<file path="src/rtl/bwt_stream_top.sv">
// Streaming Burrows-Wheeler transform: load a block, rank every rotation,
// stream out the last column. Optional macro BWT_PRIMARY_IDX_EN keeps the
// primary index (sorted rank of rotation 0) on out_index; otherwise it is 0.
// Ports: clk, rst (sync, active-low), in_valid/in_ready/in_char (input
// stream), out_valid/out_ready/out_char/out_last/out_index (output stream),
// busy (high in SORT and SEND).
module bwt_stream_top #(
   parameter  int STRING_LEN = 8,
   parameter  int CHAR_W     = 8,
   localparam int IDX_W      = (STRING_LEN > 2) ? $clog2(STRING_LEN) : 1
) (
   input  logic              clk,
   input  logic              rst,
   input  logic              in_valid,
   output logic              in_ready,
   input  logic [CHAR_W-1:0] in_char,
   output logic              out_valid,
   input  logic              out_ready,
   output logic [CHAR_W-1:0] out_char,
   output logic              out_last,
   output logic [IDX_W-1:0]  out_index,
   output logic              busy
);

   localparam logic [IDX_W-1:0] LAST = IDX_W'(STRING_LEN - 1);
   localparam logic [IDX_W-1:0] ONE  = IDX_W'(1);
   localparam logic [IDX_W-1:0] ZERO = '0;

   typedef enum logic [1:0] {LOAD, SORT, SEND} state_t;

   state_t state;

   logic [CHAR_W-1:0] s   [STRING_LEN];
   logic [CHAR_W-1:0] bwt [STRING_LEN];

   logic [IDX_W-1:0] cnt, ptr;
   logic [IDX_W-1:0] i, j, k, pi, pj, rank;
   logic             wr;

   logic [CHAR_W-1:0] ci, cj;
   logic              pair_done, contrib, last_j;
   logic [IDX_W:0]    j1, j_nx;
   logic [IDX_W-1:0]  pi_inc, pj_inc, prev_i, rank_nx;

   assign ci = s[pi];
   assign cj = s[pj];

   // pi/pj walk (i+k) mod N and (j+k) mod N, wrapping at N
   always_comb begin
      pair_done = (ci != cj) || (k == LAST);
      contrib   = (ci > cj) || ((ci == cj) && (j < i));
      j1        = {1'b0, j} + {{IDX_W{1'b0}}, 1'b1};
      j_nx      = (j1 == {1'b0, i}) ? j1 + {{IDX_W{1'b0}}, 1'b1} : j1;
      last_j    = (j_nx > {1'b0, LAST});
      pi_inc    = (pi == LAST) ? ZERO : pi + ONE;
      pj_inc    = (pj == LAST) ? ZERO : pj + ONE;
      prev_i    = (i == ZERO) ? LAST : i - ONE;
      rank_nx   = rank + IDX_W'(contrib);
   end

   always_ff @(posedge clk) begin
      if (!rst) begin
         state     <= LOAD;
         cnt       <= '0;
         ptr       <= '0;
         in_ready  <= 1'b0;
         out_valid <= 1'b0;
         out_last  <= 1'b0;
         busy      <= 1'b0;
         wr        <= 1'b0;
         i         <= '0;
         j         <= '0;
         k         <= '0;
         pi        <= '0;
         pj        <= '0;
         rank      <= '0;
      end else begin
         unique case (state)
            LOAD: begin
               in_ready <= 1'b1;
               if (in_valid && in_ready) begin
                  if (cnt == LAST) begin
                     cnt      <= '0;
                     in_ready <= 1'b0;
                     busy     <= 1'b1;
                     state    <= SORT;
                     i        <= '0;
                     j        <= ONE;
                     pi       <= '0;
                     pj       <= ONE;
                     k        <= '0;
                     rank     <= '0;
                     wr       <= 1'b0;
                  end else begin
                     cnt <= cnt + ONE;
                  end
               end
            end
            SORT: begin
               if (wr) begin
                  // one write cycle per rotation closes rank_i
                  wr   <= 1'b0;
                  rank <= '0;
                  k    <= '0;
                  if (i == LAST) begin
                     state     <= SEND;
                     out_valid <= 1'b1;
                     out_last  <= 1'b0;
                     ptr       <= '0;
                  end else begin
                     i  <= i + ONE;
                     pi <= i + ONE;
                     j  <= '0;
                     pj <= '0;
                  end
               end else if (pair_done) begin
                  rank <= rank_nx;
                  k    <= '0;
                  if (last_j) begin
                     wr <= 1'b1;
                  end else begin
                     j  <= j_nx[IDX_W-1:0];
                     pj <= j_nx[IDX_W-1:0];
                     pi <= i;
                  end
               end else begin
                  k  <= k + ONE;
                  pi <= pi_inc;
                  pj <= pj_inc;
               end
            end
            SEND: begin
               if (out_ready) begin
                  if (ptr == LAST) begin
                     state     <= LOAD;
                     out_valid <= 1'b0;
                     out_last  <= 1'b0;
                     busy      <= 1'b0;
                     in_ready  <= 1'b1;
                     ptr       <= '0;
                  end else begin
                     ptr      <= ptr + ONE;
                     out_last <= ((ptr + ONE) == LAST);
                  end
               end
            end
            default: state <= LOAD;
         endcase
      end
   end

   // storage survives reset on purpose
   always_ff @(posedge clk) begin
      if (rst && state == LOAD && in_valid && in_ready)
         s[cnt] <= in_char;
      if (rst && state == SORT && wr)
         bwt[rank] <= s[prev_i];
   end

   assign out_char = out_valid ? bwt[ptr] : '0;

`ifdef BWT_PRIMARY_IDX_EN
   logic [IDX_W-1:0] idx_q;

   always_ff @(posedge clk) begin
      if (!rst)
         idx_q <= '0;
      else if (state == SORT && wr && i == ZERO)
         idx_q <= rank;
   end

   assign out_index = idx_q;
`else
   assign out_index = '0;
`endif

endmodule

</file>
<file path="config.mk">
export PLATFORM = sky130hd
export DESIGN_NAME = bwt_stream_top
export DESIGN_NICKNAME = d
export VERILOG_FILES = /design/src/rtl/bwt_stream_top.sv
export SDC_FILE = /design/constraint.sdc
export NUM_CORES = 1
export LEC_CHECK = 0
export CAP_MARGIN = 5
export CORE_MARGIN = 5
export CORE_UTILIZATION = 40
export DETAILED_ROUTE_END_ITERATION = 8
export MAX_ROUTING_LAYER = met4
export PLACE_DENSITY_LB_ADDON = 0.3
export SETUP_SLACK_MARGIN = 0.3
export SLEW_MARGIN = 5
export SYNTH_ARGS = -nofsm -noshare
export SYNTH_HDL_FRONTEND = slang
export SYNTH_SLANG_ARGS = --single-unit
</file>
<file path="constraint.sdc">
create_clock -name clk -period 4.7 [get_ports clk]
set_input_delay 0.94 -clock clk [delete_from_list [all_inputs] [get_ports clk]]
set_output_delay 0.94 -clock clk [all_outputs]
set_load 0.01 [all_outputs]
</file>
Word level (Yosys, flattened, before mapping):

Memory sizes are Yosys's and may differ from the RTL's. A register that Yosys moved wholly into a read port is not among the register bits.
Index checks and enable logic that the tools add are counted.

* register bits after elaboration: 31
* bits in latches: 0
* memory bits (writable): 128
* bits in read-only memories: 0
* input bits: 12
* output and inout bits: 15
* logic and storage cells: 154
* memories kept: 2

Memory list
* bwt: depth 8, bits a word 8, rd ports 1, clocked after memory_dff 1, wr ports 1, RTL line 34 `logic [CHAR_W-1:0] bwt [STRING_LEN];`
* s: depth 8, bits a word 8, rd ports 3, clocked after memory_dff 2, wr ports 1, RTL line 33 `logic [CHAR_W-1:0] s [STRING_LEN];`

* add/sub/neg operators: 10
* $mul: 0
* divide/modulo/power cells: 0
* magnitude comparators: 3
* equality and inequality tests: 23
* shifts and indexed selects: 0
* multiplexer cells: 77
* bitwise gates (word level): 0
* reduce and logical (&&, ||, !) cells: 25

Operator list (number)
* 3-bit two-way mux: 33
* 3-bit one-hot mux with 2 select lines: 7
* 1-bit two-way mux: 23
* 3-bit == test (second input constant): 7
* 5-bit AND reduction: 4
* 3-bit by 1-bit adder with 3-bit output (second input constant): 6
* 2-bit != test (second input constant): 7
* 2-bit two-way mux: 6
* 6-bit AND reduction: 2
* 1-bit one-hot mux with 2 select lines: 5
* 3-bit != test (second input constant): 3
* 8-bit == test: 1
* 8-bit greater-than comparator: 1
* 8-bit two-way mux: 1
* 8-bit != test: 1
* 4-bit AND reduction: 2
* 1-bit logical AND: 7
* 2-bit one-hot mux with 3 select lines: 1
* 3-bit AND reduction: 2
* 2-bit nonzero test: 3
* 3-bit by 1-bit adder with 4-bit output (second input constant): 1
* 4-bit by 1-bit adder with 4-bit output (second input constant): 1
* 4-bit by 3-bit == test with 1-bit output: 1
* 4-bit by 3-bit greater-than comparator with 1-bit output (second input constant): 1
* other kinds (11): 12

Logic depth before layout (Yosys ltp):

Gate-level depths: netlist of the first run.

* depth in word-level cells: 10
* mapped depth: 16
* gate-level depth less buffers: 14

Least setup slack after synthesis of the first run:

No wires, ideal clock.

* path kind: flip-flop to flip-flop
* start: register with a tool-made name
* end: register rank[2]
* library setup time: 0.091 ns
* arrival time: 3.196 ns
* slack: 1.413 ns
* cell stages (with the launch flop): 16
* buffers on the path: 2
* period minus slack after synthesis: 3.287 ns
* cells stage by stage: dfxtp_1 -> buf_2 -> buf_2 -> mux4_2 -> mux2_2 -> ha_1 -> a21o_1 -> a21o_1 -> a21oi_1 -> o21ai_0 -> o31a_1 -> ha_1 -> ha_1 -> nand2_1 -> nand2_1 -> a311oi_1

RTL lines
* end signal: assignment: RTL line 117 `rank <= rank_nx;`
* end: declaration: RTL line 37 `logic [IDX_W-1:0] i, j, k, pi, pj, rank;`

==> impl_metrics.json, run 1 <==
{
  "status": "finished clean",
  "clock_path_buffers": 2,
  "mostFrequentLayoutCell": "edfxtp_1",
  "ys_ff_latch": 168,
  "max-cap-violations": 0,
  "seq_area_frac_synth_pct": 56.90,
  "p_int_w": 0.002420,
  "grt_pass1_vias": 4935,
  "most-common-layout-cells": "edfxtp_1, mux4_2, dfxtp_1, nor2_1, ha_1",
  "synth-main-ff-cell": "edfxtp_1",
  "grt-ovfl-total": 0,
  "start_util_pct": 40.47,
  "async_reset_ff_share_pct": 0,
  "hold_slack_ns": 0.4924,
  "synthToLayoutAreaGrowth_pct": 14.75,
  "cp_slowest_cell": "dfxtp_1",
  "place_congestion": 0.8089,
  "cp.required_ns": 5.03,
  "p_per_area_nw_per_um2": 328.2,
  "vias": 4715,
  "rsz0062_at_grt": "false",
  "seqPwrFrac_pct": 51.8,
  "crit_chain": "buf_4 > mux4_2 > mux2_2 > ha_1 > a21o_1 > a21oi_1 > o21ai_0 > o31a_1 > ha_1 > ha_1 > nand2_1 > nand2_1 > a311oi_1",
  "clock_sinks": 168,
  "antenna_found_initial": 0,
  "min_period_ns": 3.751,
  "finalCritPeriodShare_pct": 79.81,
  "p_sw_w": 0.0006541,
  "cp-start-kind": "flip-flop",
  "drive_gt1_share_pct": 26.96,
  "reg_top3": "bwt x64, s x64",
  "ys_warn_count": 0,
  "ir_drop_mv": 0.2424,
  "cts_root_buf": "clkbuf_16",
  "path_class": "reg -> reg",
  "cts_hold_buf": 0,
  "endpoint_kind": "flip-flop",
  "grt_max_degree": 25,
  "grt_pass1_wl_um": 28030,
  "h-tree-depth": 4,
  "rows": 52,
  "synth_edf_count": 128,
  "cts_buffers": 17,
  "clkTransAtPathRegs_ns": 0.07,
  "ios": 27,
  "routed_wl_um": 17560,
  "p_sw_share_pct": 21.28,
  "cts_tree": "yes",
  "nFillCells": 1736,
  "cp_common_cell": "ha_1",
  "netlist_instances": 525,
  "ant_nets": 0,
  "wl_per_cell_um": 20.78,
  "setup_violations": 0,
  "hold_viol": 0,
  "clock_latency_ns": 0.43,
  "power.leakage_nw": 3.107,
  "dp.final_hpwl_um": 12040,
  "num_antenna_cells": 0,
  "portBuffers": 23,
  "cp_max_fo": 12,
  "tns_ns": 0,
  "critical_path.top_delay_family": "flip-flops",
  "dr.pass1.iters": 4,
  "drtIter0Drc": 315,
  "fin_skew_ns": 0.01122,
  "total_power_w": 0.003074,
  "combPwrFrac_pct": 1.7,
  "cts_resized": 0,
  "netlist-cell-type-count": 57,
  "worstMarginPinSlew_ns": 1.120,
  "avgSynthCellArea_um2": 15.55,
  "dieHeight_um": 152.9,
  "core_area_um2": 20170,
  "drc_errors": 0,
  "critPathMaxStageDelay_ns": 0.89,
  "arrival_ns": 4.08,
  "hp-class": "reg -> reg",
  "post_cts_buffers": 0,
  "die_area_um2": 23360,
  "grt_use_total_pct": 15.95,
  "max_freq_mhz": 266.6,
  "finalNetCount": 604,
  "clockPowerShare_pct": 46.4,
  "syn_area_um2": 8163,
  "die_x_um": 152.9,
  "worst-path-buf-inv": 1,
  "via_per_inst": 5.580,
  "slew_headroom_pct": 25.33,
  "maxSlewViolCount": 0
}
power by group through the flow:
stage,Combinational [W],Clock (W),Sequential [W]
6_report,0.0000537,0.00143,0.00159
5_1_grt,0.0000585,0.00151,0.00159
4_1_cts,0.0000536,0.00145,0.00159
3_5_place_dp,0.0000533,0,0.00163
3_3_place_gp,0.0000519,0,0.00163
2_1_floorplan,0.0000273,0,0.00162
cells by family (layout without fill, tap and decap cells):
logic type | Yosys count | after routing | synth area share, %
AO/OA/AOI/OAI | 56 | 56 | 4.905
flip-flops | 168 | 168 | 56.90
buffers and inverters | 39 | 87 | 2.299
adder cells (fa/ha/maj) | 30 | 30 | 4.598
other | 1 | 3 | 0.04594
XOR/XNOR | 3 | 3 | 0.4139
multiplexers | 103 | 103 | 22.69
AND/OR/NAND/NOR | 125 | 125 | 8.155
synth_stat cells, drive strengths merged, types with 2 or more instances:
cell type	instances	area share [%]
a21o	6	0.55
a21oi	23	1.5
a311oi	2	0.21
a31oi	4	0.31
a32o	3	0.37
a32oi	4	0.43
buf	22	1.5
clkbuf	9	0.41
dfxtp	40	9.8
edfxtp	128	47
ha	30	4.6
inv	8	0.37
mux2	16	2.2
mux2i	23	2.8
mux4	64	18
nand2	30	1.5
nand2b	7	0.57
nand3	13	0.86
nand3b	2	0.18
nand4	7	0.61
nor2	35	1.6
nor2b	10	0.77
nor3	10	0.80
nor3b	2	0.18
nor4	2	0.31
o21a	2	0.18
o21ai	5	0.35
xnor2	3	0.41
path summary, 6_finish.rpt:
kind | slack [ns] | start | depth (start not counted) | end
setup / recovery | 0.95 | flip-flop | 13 | rank[2]
hold / removal | 0.49 | pj[2] | 2 | flip-flop
setup reg to reg | 0.95 | flip-flop | 13 | rank[2]
hold reg to reg | 0.49 | pj[2] | 2 | flip-flop
tightest hold or removal path: stages (launching register included):
cell	delay, ns
dfxtp_1	0.32
nand3_1	0.06
o21ai_1	0.07
metal layers:
metal	part of all wire [%]	vias to the layer above	GRT usage (%)	wire length (µm)
li1	-	2171	-	-
met1	44	2410	20.28	7743
met2	49	104	25.31	8644
met3	5.1	30	4.269	899
met4	1.6	0	4.794	275
met5	0	-	-	0
metrics by stage:
step	cell area, µm²	instances	setup WS (ns)	utilization [%]
2_1_floorplan	8170	527	1.413	-
3_3_place_gp	8761	813	1.076	43.44
3_5_place_dp	8761	813	1.011	43.44
4_1_cts	9366	845	0.9504	46.44
5_1_grt	9366	845	0.6921	46.44
6_report	9366	845	0.9490	46.44
area by class of cell:
type                       count  area (µm²)  area share [%]
sequential                   168        4644           49.59
multi-input combinational    320        3338           35.64
clock buffer                  17       425.4           4.542
timing repair buffer          47       410.4           4.382
tap                          270       337.8           3.607
clock inverter                15       180.2           1.924
inverter                       8       30.03          0.3206
Note: power is estimated with default switching activity, not from simulation.
==> run 2, diff against run 1 <==
clock period = 3.5 ns   (was 4.7 ns; I/O delays follow)
==> impl_metrics.json, run 2 (same netlist as run 1, synthesis figures left out) <==
{
  "cts_tree": "yes",
  "ios": 27,
  "ant_nets": 0,
  "arrival_ns": 3.44,
  "grt_max_degree": 25,
  "max_freq_mhz": 323.0,
  "worstHoldPathCells": 2,
  "r2r_setup_slack_ns": 0.40,
  "drtIter0Drc": 377,
  "cp.required_ns": 3.84,
  "finalCritPeriodShare_pct": 88.46,
  "fin_ws_ns": 0.4041,
  "grt_use_total_pct": 16.11,
  "seq_area_um2": 4653,
  "die_area_um2": 23360,
  "maxSlewViolCount": 0,
  "clock_path_buffers": 2,
  "final_area_um2": 9519,
  "ir_drop_mv": 0.3550,
  "cts_buffers": 17,
  "max-cap-violations": 0,
  "worstMarginPinSlew_ns": 0.8078,
  "clock_latency_ns": 0.43,
  "endpoint_kind": "flip-flop",
  "cts_root_buf": "clkbuf_16",
  "start_util_pct": 40.47,
  "critPathMaxStageDelay_ns": 0.49,
  "clkTransAtPathRegs_ns": 0.06,
  "die_x_um": 152.9,
  "reg_top3": "bwt x64, s x64",
  "rsz0062_at_grt": "true",
  "dr.pass1.iters": 7,
  "clock_sinks": 168,
  "fin_skew_ns": 0.01165,
  "grt_pass1_vias": 5011,
  "cp-start-kind": "flip-flop",
  "grt-ovfl-total": 0,
  "cp_max_fo": 6,
  "antenna_found_initial": 0,
  "routed_wl_um": 17780,
  "nFillCells": 1755,
  "mostFrequentLayoutCell": "edfxtp_1",
  "synthToLayoutAreaGrowth_pct": 16.62,
  "portBuffers": 23,
  "via_per_inst": 5.624,
  "slew_headroom_pct": 46.15,
  "hold_viol": 0,
  "multiInputGateArea_um2": 3392,
  "core_area_um2": 20170,
  "crit_chain": "clkbuf_16 > mux4_2 > mux2_2 > ha_1 > a21o_1 > a21o_1 > a21oi_2 > o21ai_1 > o31a_1 > ha_1 > ha_2 > nand2_1 > nand2_1 > a311oi_2",
  "reg2reg_depth": 14,
  "wl_per_cell_um": 20.64,
  "dieHeight_um": 152.9,
  "path_class": "reg -> reg",
  "most-common-layout-cells": "edfxtp_1, mux4_2, buf_4, dfxtp_1, nor2_1",
  "min_period_ns": 3.096,
  "post-place-ws_ns": 0.2204,
  "drc_errors": 0,
  "p_per_area_nw_per_um2": 414.2,
  "status": "finished clean",
  "num_antenna_cells": 0,
  "drive_gt1_share_pct": 30.46,
  "grt_pass1_wl_um": 28200,
  "finalNetCount": 620,
  "hp-class": "reg -> reg",
  "setup_violations": 0,
  "cp_slowest_cell": "mux4_2",
  "h-tree-depth": 4,
  "power.leakage_nw": 3.167,
  "place_congestion": 0.8124,
  "placed_area_um2": 8833,
  "rows": 52,
  "vias": 4842,
  "dp.final_hpwl_um": 12140,
  "tns_ns": 0
}
-- run 2: changes by cell type in the layout (fill, tap and decap cells not counted), moves of 3 or more --
cell	delta
clkinv_4	+3
dfxtp_1	-3
buf_4	+14
inv_6	-6
ha_1	-3
clkinvlp_4	+3
-- run 2: area by class of cell --
class                   count  area share (%)
clock buffers              18           4.508
clock inverters            14           1.222
inverters                   8          0.3155
multi-input cells         320           35.63
flip-flops and latches    168           48.88
well taps                 270           3.549
repair buffers             63           5.889
-- run 2: what timing repair did --
action / 4_1_cts / 5_1_grt
setup buffers: 2 / 5
gates cloned: 0 / 1
hold buffers: 0 / 0
gates resized for setup: 2 / 12
endpoints found under the setup margin: 2 / 10
pin swaps: 0 / 2
-- run 2: path summary, 6_finish.rpt --
kind,start,to
worst max-delay path,flip-flop,rank[2]
worst min-delay path,pj[2],flip-flop
worst max register to register,flip-flop,rank[2]
worst min register to register,pj[2],flip-flop
-- run 2: per-layer routing --
metal	vias to the layer above	GRT usage (%)	routed length (µm)
met4	0	3.988	235
li1	2198	-	-
met3	18	3.817	839
met1	2487	20.87	7777
met2	139	25.92	8923
met5	-	-	0
-- run 2: metrics by stage --
step / total power, W / instances / util, % / hold slack (ns)
floorplan: 0.002219 / 527 / - / 0.4541
global placement: 0.002252 / 821 / 43.80 / 0.4657
detailed placement: 0.002255 / 821 / 43.80 / 0.4919
CTS: 0.003971 / 855 / 46.59 / 0.5030
global route: 0.004074 / 861 / 47.20 / 0.5312
finish: 0.003943 / 861 / 47.20 / 0.5034
-- run 2: report_power, final --
part	internal [W]	switching (W)	total, W	leakage (nW)
logic	0.0000345	0.0000402	0.0000746	1.43
clock network	0.000923	0.000807	0.00173	0.261
registers	0.00213	0.00000577	0.00214	1.48
-- run 2: critical path, delay by kind of cell, from the launching register on --
family / cells / cell delay (ns)
fa+ha+maj: 3 / 0.66
compound gates: 6 / 0.92
simple gates: 2 / 0.11
buf+inv: 1 / 0.15
flops: 1 / 0.38
mux: 2 / 0.77
